`src/rtl/m72_bus_pkg.sv`:
```
// rtl/m72_bus_pkg.sv - shared types and M72 address-map constants for the bus region decoder
package m72_bus_pkg;

    typedef enum logic [1:0] {ST_IDLE, ST_WAIT, ST_ACTIVE} bus_state_t;

    localparam int MAX_REGIONS = 16;

    // M72 memory windows (20-bit V30 physical addresses)
    localparam logic [19:0] M72_ROM0_BASE    = 20'h00000, M72_ROM0_MASK    = 20'hC0000;
    localparam logic [19:0] M72_ROM1_BASE    = 20'h40000, M72_ROM1_MASK    = 20'hC0000;
    localparam logic [19:0] M72_RAM_BASE     = 20'hA0000, M72_RAM_MASK     = 20'hFC000;
    localparam logic [19:0] M72_OBJ_P_BASE   = 20'hC0000, M72_OBJ_P_MASK   = 20'hFC000;
    localparam logic [19:0] M72_CHARA_P_BASE = 20'hC8000, M72_CHARA_P_MASK = 20'hFC000;
    localparam logic [19:0] M72_CHARA_BASE   = 20'hD0000, M72_CHARA_MASK   = 20'hFC000;
    localparam logic [19:0] M72_SOUND_BASE   = 20'hE0000, M72_SOUND_MASK   = 20'hFF000;

    // M72 I/O port windows
    localparam logic [19:0] M72_IO_CTRL_BASE = 20'h00000, M72_IO_CTRL_MASK = 20'h000C0;
    localparam logic [19:0] M72_IO_PORT_BASE = 20'h00040, M72_IO_PORT_MASK = 20'h000C0;

endpackage

```
`src/rtl/region_match.sv`:
```
// rtl/region_match.sv - combinational base/mask window match with lowest-index priority encode
module region_match #(
    parameter int ADDR_W      = 20,
    parameter int NUM_REGIONS = 8,
    parameter logic [NUM_REGIONS-1:0][ADDR_W-1:0] REGION_BASE = '0,
    parameter logic [NUM_REGIONS-1:0][ADDR_W-1:0] REGION_MASK = '0,
    parameter logic [NUM_REGIONS-1:0]             REGION_IO   = '0
) (
    input  logic [ADDR_W-1:0]      addr,
    input  logic                   m_io,
    output logic [NUM_REGIONS-1:0] match,
    output logic [3:0]             idx
);

    always_comb begin
        for (int i = 0; i < NUM_REGIONS; i++) begin
            match[i] = (((addr ^ REGION_BASE[i]) & REGION_MASK[i]) == '0) && (m_io != REGION_IO[i]);
        end
    end

    // Scan downwards so the lowest matching index is the last one written
    always_comb begin
        idx = 4'd0;
        for (int i = NUM_REGIONS - 1; i >= 0; i--) begin
            if (match[i]) idx = 4'(i);
        end
    end

endmodule

```
`src/rtl/bus_region_decoder.sv`:
```
// rtl/bus_region_decoder.sv - registered chip-select decoder with per-region wait-state insertion
module bus_region_decoder
    import m72_bus_pkg::*;
#(
    parameter int ADDR_W      = 20,
    parameter int NUM_REGIONS = 8,
    parameter int WS_W        = 3,
    parameter logic [NUM_REGIONS-1:0][ADDR_W-1:0] REGION_BASE = '0,
    parameter logic [NUM_REGIONS-1:0][ADDR_W-1:0] REGION_MASK = '0,
    parameter logic [NUM_REGIONS-1:0]             REGION_IO   = '0,
    parameter logic [NUM_REGIONS-1:0][WS_W-1:0]   REGION_WS   = '0,
    parameter int MISS_WS     = 1
) (
    input  logic                   clk,
    input  logic                   reset,
    input  logic                   ce,
    input  logic                   bus_start,
    input  logic                   bus_end,
    input  logic [ADDR_W-1:0]      addr,
    input  logic                   m_io,
    output logic [NUM_REGIONS-1:0] cs,
    output logic [3:0]             region_idx,
    output logic                   hit,
    output logic                   ready,
    output logic                   busy
);

    if (NUM_REGIONS < 1 || NUM_REGIONS > MAX_REGIONS) begin : g_bad_regions
        $error("bus_region_decoder: NUM_REGIONS must be within 1..16");
    end

    logic [NUM_REGIONS-1:0] match;
    logic [3:0]             match_idx;
    logic                   match_hit;
    logic [NUM_REGIONS-1:0] match_onehot;
    logic [WS_W-1:0]        match_ws;

    bus_state_t             state, state_n;
    logic [WS_W-1:0]        cnt, cnt_n;
    logic [NUM_REGIONS-1:0] cs_n;
    logic [3:0]             idx_n;
    logic                   hit_n, ready_n;

    region_match #(
        .ADDR_W      (ADDR_W),
        .NUM_REGIONS (NUM_REGIONS),
        .REGION_BASE (REGION_BASE),
        .REGION_MASK (REGION_MASK),
        .REGION_IO   (REGION_IO)
    ) u_match (
        .addr  (addr),
        .m_io  (m_io),
        .match (match),
        .idx   (match_idx)
    );

    assign match_hit    = |match;
    assign match_onehot = match_hit ? (NUM_REGIONS'(1) << match_idx) : '0;

    always_comb begin
        match_ws = WS_W'(MISS_WS);
        for (int i = 0; i < NUM_REGIONS; i++) begin
            if (match_onehot[i]) match_ws = REGION_WS[i];
        end
    end

    always_comb begin
        state_n = state;
        cnt_n   = cnt;
        cs_n    = cs;
        idx_n   = region_idx;
        hit_n   = hit;
        ready_n = ready;
        // A new cycle may start from idle, or overlap the end of an active one
        if (bus_start && (state == ST_IDLE || (state == ST_ACTIVE && bus_end))) begin
            cs_n  = match_onehot;
            idx_n = match_hit ? match_idx : 4'd0;
            hit_n = match_hit;
            cnt_n = match_ws;
            if (match_ws == '0) begin
                state_n = ST_ACTIVE;
                ready_n = 1'b1;
            end else begin
                state_n = ST_WAIT;
                ready_n = 1'b0;
            end
        end else begin
            case (state)
                ST_WAIT: begin
                    cnt_n = cnt - 1'b1;
                    if (cnt == WS_W'(1)) begin
                        state_n = ST_ACTIVE;
                        ready_n = 1'b1;
                    end
                end
                ST_ACTIVE: begin
                    if (bus_end) begin
                        state_n = ST_IDLE;
                        cs_n    = '0;
                        idx_n   = 4'd0;
                        hit_n   = 1'b0;
                        ready_n = 1'b0;
                    end
                end
                default: ;
            endcase
        end
    end

    always_ff @(posedge clk) begin
        if (reset) begin
            state      <= ST_IDLE;
            cnt        <= '0;
            cs         <= '0;
            region_idx <= 4'd0;
            hit        <= 1'b0;
            ready      <= 1'b0;
        end else if (ce) begin
            state      <= state_n;
            cnt        <= cnt_n;
            cs         <= cs_n;
            region_idx <= idx_n;
            hit        <= hit_n;
            ready      <= ready_n;
        end
    end

    assign busy = (state != ST_IDLE);

endmodule

```
`config.mk`:
```
export PLATFORM = sky130hd
export DESIGN_NAME = bus_region_decoder
export DESIGN_NICKNAME = d
export VERILOG_FILES = /design/src/rtl/m72_bus_pkg.sv /design/src/rtl/region_match.sv /design/src/rtl/bus_region_decoder.sv
export SDC_FILE = /design/constraint.sdc
export NUM_CORES = 1
export LEC_CHECK = 0
export CORE_AREA = 5 5 47 49
export CTS_BUF_LIST = sky130_fd_sc_hd__clkbuf_8
export CTS_CLUSTER_DIAMETER = 100
export DETAILED_ROUTE_END_ITERATION = 7
export DIE_AREA = 0 0 52 54
export HOLD_SLACK_MARGIN = 0.08
export PLACE_DENSITY_LB_ADDON = 0.25
export SLEW_MARGIN = 20
export SYNTH_ARGS = -nofsm -noshare
export SYNTH_HDL_FRONTEND = slang
export SYNTH_SLANG_ARGS = --single-unit
```
`constraint.sdc`:
```
create_clock -name clk -period 1 [get_ports clk]
set_input_delay 0.2 -clock clk [delete_from_list [all_inputs] [get_ports clk]]
set_output_delay 0.2 -clock clk [all_outputs]
set_load 0.01 [all_outputs]
```
After elaboration in Yosys (flattened, before gate mapping)
Cells that the tools add are included.

word-level totals
  flip-flop bits (word level) = 19
  output and inout bits = 15
  logic and storage cells = 54

operators by class
  $add $sub $neg = 1
  equality and inequality tests = 5
  multiplexer cells = 29
  reduce and logical (&&, ||, !) cells = 13

operators by type and width
  operator                                          number
  two-way mux 3 bit                                 9
  two-way mux 8 bit                                 3
  two-way mux 4 bit                                 3
  two-way mux 1 bit                                 8
  two-way mux 2 bit                                 4
  nonzero test 2 bit                                4
  case mux 2 bit (2 select lines)                   1
  AND reduction 4 bit                               1
  == test 3 x 1 -> 1 bit, second input constant     1
  zero test 3 bit                                   1
  != test 3 x 2 -> 1 bit, second input constant     1
  != test 3 bit, second input constant              1
  AND reduction 3 bit                               1
  nonzero test 3 bit                                1
  subtractor 3 x 1 -> 3 bit, second input constant  1
  == test 2 x 1 -> 1 bit, second input constant     1
  == test 2 bit, second input constant              1
  logical AND 1 bit                                 2
  zero test 2 bit                                   1
  case mux 1 bit (2 select lines)                   1
  AND reduction 2 bit                               1
  logical OR 1 bit                                  1

Longest topological paths before layout
Gate-level depths: netlist (run 1).

  word-level depth = 12
  depth in mapped cells = 6
  depth with buffers taken out = 6

Modules after synthesis
A second synthesis (run 1) with hierarchy kept.

unflattened totals
  cell total of the unflattened synthesis = 101
  area, all modules = 898.4 um^2

modules (own cells, without submodules)
  module              instances  cells an instance  area an instance (um^2)
  bus_region_decoder  1          88                 804.5
  region_match        1          13                 93.8

Worst setup path after synthesis (run 1)
Ideal clock, no wire load.

  path type = register to register
  from = register state[1]
  to = register state[1]
  library setup time = 0.080 ns
  arrival = 1.100 ns
  data required time = 0.920 ns
  setup slack = -0.180 ns
  stages on the path, launching flop included = 6
  buffers on the path = 1
  cell sequence = dfxtp_1 > buf_6 > mux2_2 > nand3b_1 > a21oi_1 > nor3b_1

between the ends
  longest elaborated chain between the ends = 6
  elaborated cells between the ends (all ways) = 12

ends and longest elaborated chain
  item                                             RTL line                                            text
  start: declaration                               bus_region_decoder.sv:38                            bus_state_t state, state_n;
  start signal: assignment                         bus_region_decoder.sv:119                           state <= state_n;
  == test 2 bit                                    bus_region_decoder.sv:75, bus_region_decoder.sv:88
  logical AND 1 bit                                bus_region_decoder.sv:75                            if (bus_start && (state == ST_IDLE || (state == ST_ACTIVE && bus_end))) begin
  logical OR 1 bit                                 bus_region_decoder.sv:75
  logical AND 1 bit                                bus_region_decoder.sv:75
  != test 3 bit (no line) (tied with other cells)  -
  AND reduction 4 bit (no line)                    -

Parallel ways exist; a longest one is shown, timed or not.
A chain may end at the register's enable or synchronous reset.

Final worst setup path (run 1)
  from = register state[0]
  to = register cnt[0]

between the ends
  longest elaborated chain between the ends = 6
  elaborated cells between the ends (all ways) = 9

ends and longest elaborated chain
  item                           RTL line                   text
  == test 2 bit                  bus_region_decoder.sv:75
  logical AND 1 bit              bus_region_decoder.sv:75
  logical OR 1 bit               bus_region_decoder.sv:75
  logical AND 1 bit              bus_region_decoder.sv:75
  nonzero test 2 bit (no line)   -
  AND reduction 2 bit (no line)  -
  end signal: assignment         bus_region_decoder.sv:120  cnt <= cnt_n;
  end: declaration               bus_region_decoder.sv:39   logic [WS_W-1:0] cnt, cnt_n;

Parallel ways exist; a longest one is shown, timed or not.

==> metrics list, run 1 <==
* Highest clock frequency the design can meet: 838 MHz
- Among all stages on the critical path, the largest delay is contributed by sky130_fd_sc_hd__dfxtp_2.
- Share of the yosys chip area belonging to registers: 25.7%
- Number of optimization iterations in the first detailed-route pass: 2
- Status: finished with violations
- Clock-pin slew was measured on the worst setup and hold paths at 30 ps.
* Slowest Stage Delay on Critical Path: 320 ps
* H-tree depth: 1
* Cells on worst reg2reg path: 5
- Yosys printed 0 warnings.
* Clock Tree Buf Depth: 2
* Peak supply drop: 0.532 mV
- For this block, the via count after detailed routing is 421.
* Worst Clk Skew: 1.23 ps
- For this design the static power due to leakage is 0.336 nW.
- Starting density of the core: 25.6%
- The number of pins with negative max-slew slack in the final report came to 0.
- The final reports fail on negative setup slack.
- At the end of the flow, the number of nets in the layout was 109.
- Counting flops and latches in the post-synthesis netlist gives 6.
- The floorplan step defined a die boundary enclosing 0.00281 mm^2.
* Internal reg-to-reg setup slack: -190 ps
* Start point of the worst hold path: cs[0]
* Area growth syn-to-layout: 50.1%
- Entering global routing, the biggest net connects 9 pins.
* Num ports: 41
- GRT Overall Usage: 8.91%
- Counting the fill cells in the layout gives 201.
* Power density of the placed cells: 1190 mW/mm^2
- In the synthesized netlist, the number of instances is 57.
- The critical path starts at state[0].
- Iter 0 DRT Violations: 2
* Global-route wire length before repair: 1710 um
- Data on the critical path is required at its endpoint by 1150 ps.
* Site Rows: 16
* Startpoint type of the worst setup path: flip-flop
- Post-synth top area share: 25.7%
* Mapped Avg Cell Area: 8.19 um^2
* CTS Buf Count: 3
- In this run the vertical extent of the chip is 54 um.
- The critical path in this run is classified as reg2reg.
- By area the synthesized netlist is led by sky130_fd_sc_hd__dfxtp_1, sky130_fd_sc_hd__buf_4, sky130_fd_sc_hd__ha_1.
* MaxCap Viol Count: 0
- Clock tree synthesis found a total of 6 sinks.
* Count of buffers inserted at the top-level ports: 9
* Fraction of final layout cells sized beyond drive strength 1: 38.0%
* N_diodes: 0
- Worst endpoint data arrival time: 1350 ps
- Final period util: 119%
- In this run, distinct cell masters in the synthesized netlist total 27.
- Final routed wirelength across all metal layers: 1090 um
* Number of cells on the worst hold path: 2
* Clock network latency to the later pin of the worst-skew pair: 220 ps
* Post-DRT Antenna Nets: 0
- In this run the critical register-to-register path is captured at cnt[0].
* Avg Vias per Cell: 3.97
- Setup violations remaining at the end of the flow were counted as 7.
- Die Span X: 52 um
* Setup Slack @ Placement: -493 ps
* Total power: 0.833 mW
- The path with the worst hold slack has its endpoint at cs[0].
- Least setup slack across all paths after layout: -193 ps
- Post-route minimum period: 1190 ps
- Final hold violation count: 0
* Placeable core region: 0.00182 mm^2
- TritonCTS built the clock tree.
- Worst setup EP type: flip-flop
* Cell type with the largest total area after synthesis: sky130_fd_sc_hd__dfxtp_1
- Setup repair after global routing missed its margin: true
- Per-cell routed wire length: 10.3 um
- The worst hold path belongs to the class reg2reg.
- DRC: 0
* Post-detailed-placement half-perimeter wirelength: 871 um
- The root buffer cell chosen for the clock tree is sky130_fd_sc_hd__clkbuf_8.
- Congestion Overflow GR: 0
* Vias in the first global route: 386
- Routability-driven placement finished with a final weighted congestion of 0.825.
- Number of antenna violations at the first check in global routing: 0
- The signal on the critical path passes through buf_6, nand2b_4, a21o_1, a211o_1, a21oi_2.
- The mapped netlist covers 467 um^2.
* RR Startpoint: state[0]
- Of all nets on the critical path, the largest fanout is 4.
-- routing by layer --
layer | global-route usage (%) | part of all wire [%]
met1 | 9.97 | 44
met2 | 13.4 | 45
met3 | 1.39 | 6.5
met4 | 10.5 | 3.9
met5 | 0 | 0
-- critical path, delay by kind of cell, from the launching register on --
| family | cells | cell delay (ps) |
|---|---|---|
| buffers and inverters | 1 | 120 |
| AO/OA/AOI/OAI | 3 | 550 |
| AND/OR/NAND/NOR | 1 | 140 |
| flip-flops | 1 | 320 |
-- stage by stage --
| stage | utilization [%] | cell area (um^2) | std cells | TNS, ps | hold WS, ps |
|---|---|---|---|---|---|
| floorplan | - | 518 | 67 | -301 | 269 |
| detailed placement | 34.6 | 631 | 102 | -3440 | 506 |
| CTS | 38.4 | 699 | 106 | -1190 | 505 |
| global route | 38.5 | 701 | 106 | -1590 | 531 |
| finish | 38.5 | 701 | 106 | -1000 | 506 |
| global placement | 34.6 | 631 | 102 | -3480 | 519 |
-- cells in the final DEF (no fill, tap or decap), drive strengths merged, types with 2 or more instances in the layout --
master / netlist / routed
dfxtp: 6 / 6
clkbuf: 0 / 3
nand3b: 3 / 3
dlygate4sd2: 0 / 3
clkdlybuf4s50: 0 / 2
nor2: 2 / 2
inv: 5 / 5
buf: 13 / 17
a21oi: 4 / 4
o21ai: 3 / 3
a211oi: 2 / 2
ha: 2 / 2
conb: 1 / 11
nand2b: 2 / 2
-- synth_stat cells --
cell / instances
sky130_fd_sc_hd__nand2_1: 1
sky130_fd_sc_hd__a21oi_1: 4
sky130_fd_sc_hd__a21o_1: 1
sky130_fd_sc_hd__a32oi_1: 1
sky130_fd_sc_hd__a211oi_1: 2
sky130_fd_sc_hd__o21ai_0: 2
sky130_fd_sc_hd__o21ai_1: 1
sky130_fd_sc_hd__conb_1: 1
sky130_fd_sc_hd__ha_1: 2
sky130_fd_sc_hd__dfxtp_1: 6
sky130_fd_sc_hd__and2_1: 1
sky130_fd_sc_hd__nand4_1: 1
sky130_fd_sc_hd__inv_1: 5
sky130_fd_sc_hd__buf_4: 12
sky130_fd_sc_hd__buf_6: 1
sky130_fd_sc_hd__nor2_1: 2
sky130_fd_sc_hd__xor2_1: 1
sky130_fd_sc_hd__and3_1: 1
sky130_fd_sc_hd__nand2b_1: 2
sky130_fd_sc_hd__nor4bb_1: 1
sky130_fd_sc_hd__a211o_1: 1
sky130_fd_sc_hd__nor3b_1: 1
sky130_fd_sc_hd__mux2_2: 1
sky130_fd_sc_hd__or2_2: 1
sky130_fd_sc_hd__nand3b_1: 3
sky130_fd_sc_hd__a31oi_1: 1
sky130_fd_sc_hd__or2b_1: 1
-- cell families (layout without fill, tap and decap cells) --
| kind of cell | count (synthesis) | after routing | synth area share [%] |
|---|---|---|---|
| buffers and inverters | 18 | 30 | 25.7 |
| AND/OR/NAND/NOR | 15 | 15 | 20.6 |
| multiplexers | 1 | 1 | 2.41 |
| AO/OA/AOI/OAI | 13 | 13 | 17.4 |
| flip-flops | 6 | 6 | 25.7 |
| adder cells (fa/ha/maj) | 2 | 2 | 5.36 |
| XOR/XNOR | 1 | 1 | 1.88 |
| other | 1 | 11 | 0.804 |
-- state kept, by name (all words and copies together) (netlist names) --
register / flops
cnt: 3
state: 2
cs: 1
-- worst max-delay path by stage --
stage | end | cells after the start | slack [ps]
6_report | cnt[0] | 5 | -190
5_1_grt | cnt[0] | 5 | -270
4_1_cts | cnt[0] | 5 | -210
3_5_place_dp | cnt[2] | 5 | -490
3_3_place_gp | cnt[2] | 5 | -500
2_1_floorplan | state[1] | 5 | -120
-- final cells by class --
| cell class | count | area (um^2) | area share, % |
|---|---|---|---|
| Clock buffer | 3 | 41.3 | 5.89 |
| Inverter | 5 | 18.8 | 2.68 |
| Multi-Input combinational cell | 43 | 297 | 42.3 |
| Sequential cell | 6 | 123 | 17.5 |
| Tap cell | 27 | 33.8 | 4.82 |
| Timing Repair Buffer | 22 | 188 | 26.8 |
-- where the power goes --
group | switching (mW) | leakage, nW | internal (mW)
Combinational | 0.104 | 0.265 | 0.111
Sequential | 0.00933 | 0.0500 | 0.256
Clock | 0.0944 | 0.0216 | 0.258
-- what timing repair did --
action	CTS	global route
pin swaps	4	3
hold buffers	0	0
gates resized for setup	26	4
setup buffers	1	0
endpoints found under the setup margin	10	9
Note: power is estimated with default switching activity, not from simulation.
==> run 2, diff against run 1 <==
--- a/config.mk
+++ b/config.mk
@@ -5,13 +5,15 @@
 export SDC_FILE = /design/constraint.sdc
 export NUM_CORES = 1
 export LEC_CHECK = 0
-export CORE_AREA = 5 5 47 49
+export CORE_AREA = 5 5 46 48
 export CTS_BUF_LIST = sky130_fd_sc_hd__clkbuf_8
 export CTS_CLUSTER_DIAMETER = 100
 export DETAILED_ROUTE_END_ITERATION = 7
-export DIE_AREA = 0 0 52 54
+export DIE_AREA = 0 0 51 53
+export DONT_BUFFER_PORTS = 1
 export HOLD_SLACK_MARGIN = 0.08
 export PLACE_DENSITY_LB_ADDON = 0.25
+export RECOVER_POWER = 50
 export SLEW_MARGIN = 20
 export SYNTH_ARGS = -nofsm -noshare
 export SYNTH_HDL_FRONTEND = slang
==> run 2 against run 1 <==
  * Cell area shrank 8.8%
  * Register-to-register slack gained 90 ps
  * Cell count decreased by 23%
  * Largest power group unchanged
  * Setup slack better by 62 ps
  * Die area decreased by 3.7%
  * Global-route usage shrank 0.64 points
  * The flow still finishes with violations (negative setup slack)
  * Sequential share of layout area grew 2.9 points
  * Power down 1.2%
  * Non-clock buffer count fell by 14
==> metrics list, run 2 (synthesis gave the netlist of run 1 again) <==
- Congestion Overflow GR: 0 (unchanged)
* Placeable core region: 0.00167 mm^2 (-8.3%)
- The placed cell area came to 490 um^2 (-22%).
- The max-capacitance violation count was 0 (unchanged).
- Num ports: 41 (unchanged)
- Post-route minimum period: 1130 ps (-62.1 ps)
- Status: finished with violations
- The sequential cell area was 130 um^2 (+6.1%).
* Maximum net fanout on the critical path: 5 (+1)
- The critical path is of the reg2out type.
- The required time of the worst setup path came to 800 ps (-350 ps).
- The signal on the critical path passes through buf_6, or2_4.
- The post-route DRC violation count was 0 (unchanged).
* Start point of the worst hold path: reset
* Site Rows: 15 (-1)
- The number of levels the H-tree was split into was 1 (unchanged).
- The worst setup path is captured at an output pin.
* CP max-delay cell: sky130_fd_sc_hd__dfxtp_4
- The part of the cycle the worst path needs is 113% (-6.2 points).
- Area used by multi-input combinational logic: 355 um^2 (+20%)
- Critical path origin: state[0]
- In the layout the commonest cells are sky130_fd_sc_hd__conb_1, sky130_fd_sc_hd__buf_4, sky130_fd_sc_hd__nand3b_1, sky130_fd_sc_hd__clkbuf_8.
* Switching power share of the total: 26.9% (+2.0 points)
- The floorplan die area is 0.00270 mm^2 (-3.7%).
* Global-route wire length before repair: 1560 um (-8.9%)
- Final non-filler cell area: 639 um^2 (-8.8%)
- Highest clock frequency the design can meet: 884 MHz (+5.5%)
* Final-layout setup total negative slack: -625 ps (+379 ps)
* Number of antenna violations at the first check in global routing: 0 (unchanged)
- The final antenna diode count came to 0 (unchanged).
- Final number of setup-violating endpoints: 7 (unchanged)
* Final instance count without filler cells: 82 (-23%)
* Iter 0 DRT Violations: 6 (+4)
- The number of pins with negative max-slew slack in the final report is 0 (unchanged).
* TritonCTS clock tree: yes
- The maximum number of pins on one net before global-route repair came to 9 (unchanged).
- Number of optimization iterations in the first detailed-route pass: 4 (+2)
* Least setup slack across all paths after layout: -131 ps (+62.1 ps)
- cnt holds more flip-flops than any other register.
* Count of buffers inserted at the top-level ports: 0 (-9)
- The worst IR drop on VDD is 0.695 mV (+31%).
* Most common cell after layout, fill and taps aside: sky130_fd_sc_hd__conb_1
* Relative contribution of combinational cells to total power: 21.1% (-4.7 points)
* Fraction of final layout cells sized beyond drive strength 1: 44.6% (+6.6 points)
- Sinks on Clock Net: 6 (unchanged)
* Number of flip-flops in the largest register: 3 (unchanged)
- The placed wire-length estimate was 736 um (-15%).
- Filler cell count: 171 (-15%)
- Vias in the first global route: 356 (-7.8%)
* Avg Vias per Cell: 4.78 (+20%)
- The total length of routed wires came to 1130 um (+3.7%).
- Starting density of the core: 27.9% (+2.3 points)
* Internal power: 0.601 mW (-3.8%)
* Slowest Stage Delay on Critical Path: 350 ps (+30 ps)
- The tightest min-delay check is of the in2reg type.
* Post-DRT Antenna Nets: 0 (unchanged)
- Via total after detailed routing: 392 (-6.9%)
- The power density normalized to cell area was 1290 mW/mm^2 (+8.3%).
- Chip height: 53 um (-1.9%)
- Worst Clk Skew: 4.32 ps (+3.09 ps)
* Clock network fraction of total power: 45.5% (+3.2 points)
* Clock network latency to the later pin of the worst-skew pair: 230 ps (about the same)
- Total placed cells including tap cells: 78 (-24%)
* Startpoint type of the worst setup path: flip-flop
- The total power consumption of the routed design came to 0.823 mW (-1.2%).
- The total number of nets in the final design came to 95 (-13%).
- GRT Overall Usage: 8.27% (-0.64 points)
- Setup repair after global routing missed its margin: true
* Clock tree root driver cell: sky130_fd_sc_hd__clkbuf_8
- Die Span X: 51 um (-1.9%)
- Clk pin slew, worst setup/hold paths: 40 ps (about the same)
* RR Startpoint: state[1]
- The final weighted congestion in routability-driven placement is 0.699 (-15%).
- The final-report hold violation count was 0 (unchanged).
* CTS Buf Count: 3 (unchanged)
- The arrival time at the worst endpoint came to 930 ps (-420 ps).
- The checks that failed: negative setup slack.
- Clock Tree Buf Depth: 2 (unchanged)
- Leak pwr: 0.271 nW (-19%)
* Utilization after layout: 38.3% (-0.18 points)
- Area growth syn-to-layout: 37.0%
* Switching power total: 0.221 mW (+6.6%)
- The share of total power in sequential cells was 33.4% (+1.5 points).
- The wire length per cell after detailed routing was 13.8 um (+34%).
* Largest registers: cnt: 3 flops, state: 2 flops, cs: 1 flops
-- run 2: changes by cell type in the layout (fill, tap and decap cells not counted), moves of 2 or more --
cell,previous run,this run
sky130_fd_sc_hd__dfxtp_4,0,2
sky130_fd_sc_hd__inv_2,0,2
sky130_fd_sc_hd__buf_6,5,2
sky130_fd_sc_hd__ha_4,0,2
sky130_fd_sc_hd__buf_2,2,0
sky130_fd_sc_hd__buf_4,10,5
sky130_fd_sc_hd__dlygate4sd2_1,3,0
sky130_fd_sc_hd__clkdlybuf4s50_1,2,0
sky130_fd_sc_hd__dfxtp_1,4,2
sky130_fd_sc_hd__ha_1,2,0
sky130_fd_sc_hd__inv_1,5,2
-- run 2: final cells by class --
type                            instances  area share, %
Inverter                                5           3.33
Tap cell                               17           3.33
Timing Repair Buffer                    8           11.0
Sequential cell                         6           20.4
Multi-Input combinational cell         43           55.6
Clock buffer                            3           6.46
-- run 2: final timing paths --
kind         depth (start not counted)  slack (ps)       end
max                                  2        -130      busy
min reg2reg                          3         590  state[0]
max reg2reg                          4        -100  state[1]
min                                  2         150  state[0]
-- run 2: layer usage --
metal	vias to the layer above	wire length, um	global-route usage (%)
li1	188	-	-
met4	0	34	6.73
met5	-	0	0
met2	18	559	12.2
met3	4	136	4.79
met1	182	398	8.40
-- run 2: timing repair --
action | in CTS | in global routing
setup endpoints to repair | 7 | 7
hold buffers | 1 | 0
gates resized for setup | 11 | 15
pin swaps | 3 | 7
endpoints found under the hold margin | 2 | 0
setup buffers | 0 | 0
-- run 2: stage by stage --
step	setup slack (ps)	hold slack, ps
finish	-131	145
global route	-191	159
CTS	-118	146
detailed placement	-164	278
global placement	-174	276
floorplan	-124	269
-- run 2: worst max-delay path, delay by kind of cell, from the launching register on --
kind                   cells  cell delay (ps)
buffers and inverters      1              120
and+or+nand+nor            1              230
DFF                        1              350
-- run 2: power groups by stage --
stage               combinational [mW]  sequential [mW]  clock, mW
CTS                              0.148            0.272      0.384
global route                     0.189            0.277      0.402
global placement                 0.130            0.274          0
floorplan                        0.134            0.271          0
detailed placement               0.130            0.274          0
finish                           0.174            0.275      0.374
